File: src/rtl/seven_segment_scan_ctrl.sv
// Four-digit multiplexed common-anode 7-segment driver with frame-synchronous
// double buffering, anti-ghosting guard time and optional leading-zero blanking.
module seven_segment_scan_ctrl #(
    parameter int unsigned REFRESH_DIV = 100000,
    parameter int unsigned GUARD       = 16,
    parameter int unsigned CNT_W       = 17
) (
    input  logic        clk,
    input  logic        rst,
    input  logic [15:0] value,
    input  logic        load,
    input  logic        blank_lz,
    output logic [3:0]  an,
    output logic [6:0]  seg,
    output logic        pending,
    output logic        frame_done
);

    localparam logic [0:0] ST_GUARD = 1'b0;
    localparam logic [0:0] ST_DRIVE = 1'b1;

    localparam logic [CNT_W-1:0] CNT_LAST  = CNT_W'(REFRESH_DIV - 1);
    localparam logic [CNT_W-1:0] CNT_GUARD = CNT_W'(GUARD);
    localparam logic [3:0]       AN_OFF    = 4'b1111;
    localparam logic [6:0]       SEG_OFF   = 7'b1111111;

    logic [CNT_W-1:0] cnt;
    logic [1:0]       idx;
    logic [15:0]      active;
    logic [15:0]      pend_val;

    logic [0:0]       slot_state_c;
    logic             boundary_c;
    logic [3:0]       digit_c;
    logic             blank_c;
    logic [3:0]       an_next_c;
    logic [6:0]       seg_next_c;

    function automatic logic [6:0] decode(input logic [3:0] d);
        logic [6:0] s;
        case (d)
            4'd0:    s = 7'b0000001;
            4'd1:    s = 7'b1001111;
            4'd2:    s = 7'b0010010;
            4'd3:    s = 7'b0000110;
            4'd4:    s = 7'b1001100;
            4'd5:    s = 7'b0100100;
            4'd6:    s = 7'b0100000;
            4'd7:    s = 7'b0001111;
            4'd8:    s = 7'b0000000;
            4'd9:    s = 7'b0001100;
            default: s = SEG_OFF;
        endcase
        return s;
    endfunction

    // Slot timebase: cnt walks one slot, idx walks the four digits of a frame.
    always_ff @(posedge clk or posedge rst) begin
        if (rst) begin
            cnt <= '0;
            idx <= 2'd0;
        end else if (cnt == CNT_LAST) begin
            cnt <= '0;
            idx <= idx + 2'd1;
        end else begin
            cnt <= cnt + CNT_W'(1);
        end
    end

    // Slot state, digit selection and next display pattern.
    always_comb begin
        slot_state_c = ST_GUARD;
        boundary_c   = 1'b0;
        digit_c      = 4'd0;
        blank_c      = 1'b0;
        an_next_c    = AN_OFF;
        seg_next_c   = SEG_OFF;

        if (cnt >= CNT_GUARD) begin
            slot_state_c = ST_DRIVE;
        end
        boundary_c = (idx == 2'd3) && (cnt == CNT_LAST);

        case (idx)
            2'd0: begin
                digit_c = active[3:0];
                blank_c = 1'b0;
            end
            2'd1: begin
                digit_c = active[7:4];
                blank_c = blank_lz && (active[15:4] == 12'd0);
            end
            2'd2: begin
                digit_c = active[11:8];
                blank_c = blank_lz && (active[15:8] == 8'd0);
            end
            default: begin
                digit_c = active[15:12];
                blank_c = blank_lz && (active[15:12] == 4'd0);
            end
        endcase

        case (slot_state_c)
            ST_DRIVE: begin
                if (!blank_c) begin
                    an_next_c  = ~(4'b0001 << idx);
                    seg_next_c = decode(digit_c);
                end
            end
            default: begin
                an_next_c  = AN_OFF;
                seg_next_c = SEG_OFF;
            end
        endcase
    end

    // Registered pin drive and end-of-frame pulse.
    always_ff @(posedge clk or posedge rst) begin
        if (rst) begin
            an         <= AN_OFF;
            seg        <= SEG_OFF;
            frame_done <= 1'b0;
        end else begin
            an         <= an_next_c;
            seg        <= seg_next_c;
            frame_done <= boundary_c;
        end
    end

    // Double buffer: a load on the boundary itself bypasses the pending register.
    always_ff @(posedge clk or posedge rst) begin
        if (rst) begin
            active   <= 16'd0;
            pend_val <= 16'd0;
            pending  <= 1'b0;
        end else if (boundary_c) begin
            if (load) begin
                active <= value;
            end else if (pending) begin
                active <= pend_val;
            end
            pending <= 1'b0;
        end else if (load) begin
            pend_val <= value;
            pending  <= 1'b1;
        end
    end

endmodule

File: config.mk
export PLATFORM = sky130hd
export DESIGN_NAME = seven_segment_scan_ctrl
export DESIGN_NICKNAME = d
export VERILOG_FILES = /design/src/rtl/seven_segment_scan_ctrl.sv
export SDC_FILE = /design/constraint.sdc
export NUM_CORES = 1
export LEC_CHECK = 0
export CORE_ASPECT_RATIO = 0.6
export CORE_MARGIN = 3
export CORE_UTILIZATION = 40
export CTS_CLUSTER_DIAMETER = 60
export CTS_CLUSTER_SIZE = 10
export DETAILED_ROUTE_END_ITERATION = 8
export HOLD_SLACK_MARGIN = 0.05
export PLACE_DENSITY_LB_ADDON = 0.1
export SLEW_MARGIN = 20
export SYNTH_ARGS = -nofsm -noshare
export SYNTH_HDL_FRONTEND = slang
export SYNTH_SLANG_ARGS = --single-unit
File: constraint.sdc
create_clock -name clk -period 1.9 [get_ports clk]
set_input_delay 0.19 -clock clk [delete_from_list [all_inputs] [get_ports clk]]
set_output_delay 0.19 -clock clk [all_outputs]
set_load 0.02 [all_outputs]
==> impl_metrics.ini <==
[run_status]
status = complete, but fails checks
violations = negative setup slack

[die]
start_util_pct = 42.0
fp.coreArea_um2 = 7420
die-area_um2 = 8910
pin_count = 33
row_count = 24
die_h_um = 74.3
die_w_um = 120

[route]
totalWireLength_um = 7420
detail-route-antenna-nets = 0
vias = 2398
drtPass1Iterations = 4
drc = 0
drt-initial-drc-count = 187
wire_per_inst_um = 15.5
via_per_inst = 5.02

[synth]
synth_nets = 318
syn_area_per_cell_um2 = 10.9
synth_cells = 285
post-synth-top-area-fraction_pct = 42.6
synthAdderAreaFrac_pct = 5.22
ys_seq_elements = 64
ys_warn_count = 0
synth_area_leader_cell = dfrtp_1
ys_types = 39
synth_area_leaders = dfrtp_1 (43%), dfstp_2 (9.3%), ha_1 (5.2%), mux2_4 (4.8%), a2bb2oi_1 (4.5%)
synth_xor_area_share_pct = 3.94
post_synth_mux_area_share_pct = 8.32
synth_area_um2 = 3110
yosys.area_share.simple_pct = 13.3
synth_top_family_by_area = simple AND/OR/NAND/NOR gates
ys_seq_area_share_pct = 51.9
synth_compound_area_share_pct = 13.0

[clock_network]
root_buffer = clkbuf_16
cts_buffers = 9
clk_pin_slew_worst_paths_ps = 60
htree_levels = 3
insertion_delay_ps = 330
hold_buffers = 0
numClockSinks = 64
cts.path.max_buffers = 2
cts_tree = done

[final_layout]
nets = 402
diodes = 0
layout_common_cells = dfrtp_1 (51), buf_4 (46), clkdlybuf4s50_1 (32), nand3_1 (20), inv_1 (19)
drive_above_1_share_pct = 32.4
fin_util_pct = 58.8
nFillCells = 653
multiInputGateArea_um2 = 1480
area_delta_synth_final_pct = 40.1
ff_latch_area_um2 = 1620
final_common_cell = dfrtp_1

[sta]
hold_violations = 0
period_share_pct = 104
skew_ps = 6.15
holdWs_ps = 248
min_period_ps = 1970
maxSlewHeadroom_pct = 65.3
max_freq_ghz = 0.507
setup_viol = 5
worst_pin_slew_ps = 513
maxSlewViolCount = 0
finalWorstSetupSlack_ps = -71.2
rsz0062_at_grt = true

[critical_path]
r2r-end = seg[3]
crit_path_max_fanout = 8
required_ps = 2140
rrSetupSlack_ps = -70
cp.arrival_ps = 2210
critPathLaunchType = flip-flop
path_class = flip-flop to flip-flop
worstReg2RegStart = idx[1]
reg2reg_depth = 9
end_kind = flip-flop

[global_routing]
track_usage_pct = 17.7
grt_pass1_wl_um = 12100
antenna_found_initial = 0
grt_start_max_net_pins = 65
overflow = 0
grt_pass1_vias = 2362

[pwr]
ir_drop_v = 0.000484
power.density_nw_per_um2 = 747
power.static_leakage_nw = 2.05
p_total_mw = 3.26

[placement]
dp.final_hpwl_um = 4940
place.gp.congestion = 0.820
port_buffers = 32
pre_cts_ws_ps = -163

[flow_run]
drv_cap = 0

[hold_path]
hold_class = input pin to async pin
[state kept, by name, indices dropped and copies added, names as in the netlist]
| register | flops |
|---|---|
| active | 16 |
| an | 4 |
| cnt | 17 |
| frame_done | 1 |
| idx | 2 |
| pend_val | 16 |
| pending | 1 |
| seg | 7 |
[where the power goes]
part           leakage [nW]  internal (mW)  total, mW  switching, mW
Sequential            0.795           1.40       1.42         0.0182
Combinational          1.11          0.108      0.197         0.0885
Clock                 0.150           1.08       1.64          0.562
Total                  2.05           2.59       3.26          0.668
[timing repair]
item / in CTS / in global routing
buffers inserted: 6 / 4
pin swaps: 8 / 10
gates resized for setup: 15 / 21
setup endpoints to repair: 26 / 53
[synthesized netlist by cell type]
master	instances
dfrtp_1	53
inv_1	24
o21ai_0	21
nand3_1	20
nor2_1	17
a2bb2oi_1	16
nand2_1	15
ha_1	13
dfstp_2	11
mux2_4	10
clkbuf_1	8
mux2_2	7
xnor2_1	7
xor2_1	7
a21oi_1	5
nor4_1	5
o22ai_1	5
and3_1	4
nor3_1	4
a21o_1	3
a22oi_1	3
mux2i_1	3
nand4_1	3
nor2b_1	3
or4_1	3
o21bai_1	2
a221oi_1	1
a222oi_1	1
a22o_1	1
a31oi_1	1
buf_2	1
buf_6	1
nand2b_1	1
nand3b_1	1
nor2_2	1
nor4_4	1
nor4b_1	1
o21ba_2	1
or2_1	1
[critical path, cell delays in order (launching register included)]
cell	delay (ps)
dfrtp_2	420
inv_4	60
ha_4	170
buf_6	120
a222oi_1	340
mux2i_1	190
buf_4	200
a21o_1	190
a21oi_2	100
o21ai_1	70
[kinds of logic (layout without fill, tap and decap cells)]
family	count (synthesis)	count (layout)
flip-flops	64	64
buffers and inverters	34	123
AO/OA/AOI/OAI	60	60
multiplexers	20	20
AND/OR/NAND/NOR	80	80
adder cells (fa/ha/maj)	13	13
XOR/XNOR	14	14
[final cells by class]
type / instances / area share, %
flip-flops and latches: 64 / 37.1
clock inverters: 3 / 0.917
inverters: 24 / 2.18
clock buffers: 13 / 5.96
well taps: 104 / 2.98
repair buffers: 83 / 17.0
multi-input cells: 187 / 33.9
[how the worst max path moves through the flow]
stage               startpoint  endpoint  slack, ps  depth (start not counted)
global route            idx[1]    seg[6]       -170                          9
floorplan               idx[0]    seg[0]        -70                         10
finish                  idx[1]    seg[3]        -70                          9
global placement        idx[1]    seg[4]       -140                          7
detailed placement      idx[1]    seg[4]       -160                          7
CTS                     idx[1]    seg[2]        -70                          9
[routing by layer]
metal / share of wire (%) / GRT usage, % / up-vias
li1: - / - / 1181
met5: 0 / 0 / -
met1: 52 / 26.4 / 1137
met2: 40 / 24.2 / 71
met4: 1.3 / 5.33 / 0
met3: 6.9 / 6.00 / 9
[metrics by stage]
| step | TNS (ps) | instance area [µm²] | cells |
|---|---|---|---|
| 4_1_cts | -343 | 4260 | 474 |
| 3_5_place_dp | -2170 | 3850 | 452 |
| 3_3_place_gp | -1330 | 3850 | 452 |
| 5_1_grt | -1120 | 4360 | 478 |
| 6_report | -206 | 4360 | 478 |
| 2_1_floorplan | -656 | 3130 | 285 |
Power figures use the tool's default switching activity.
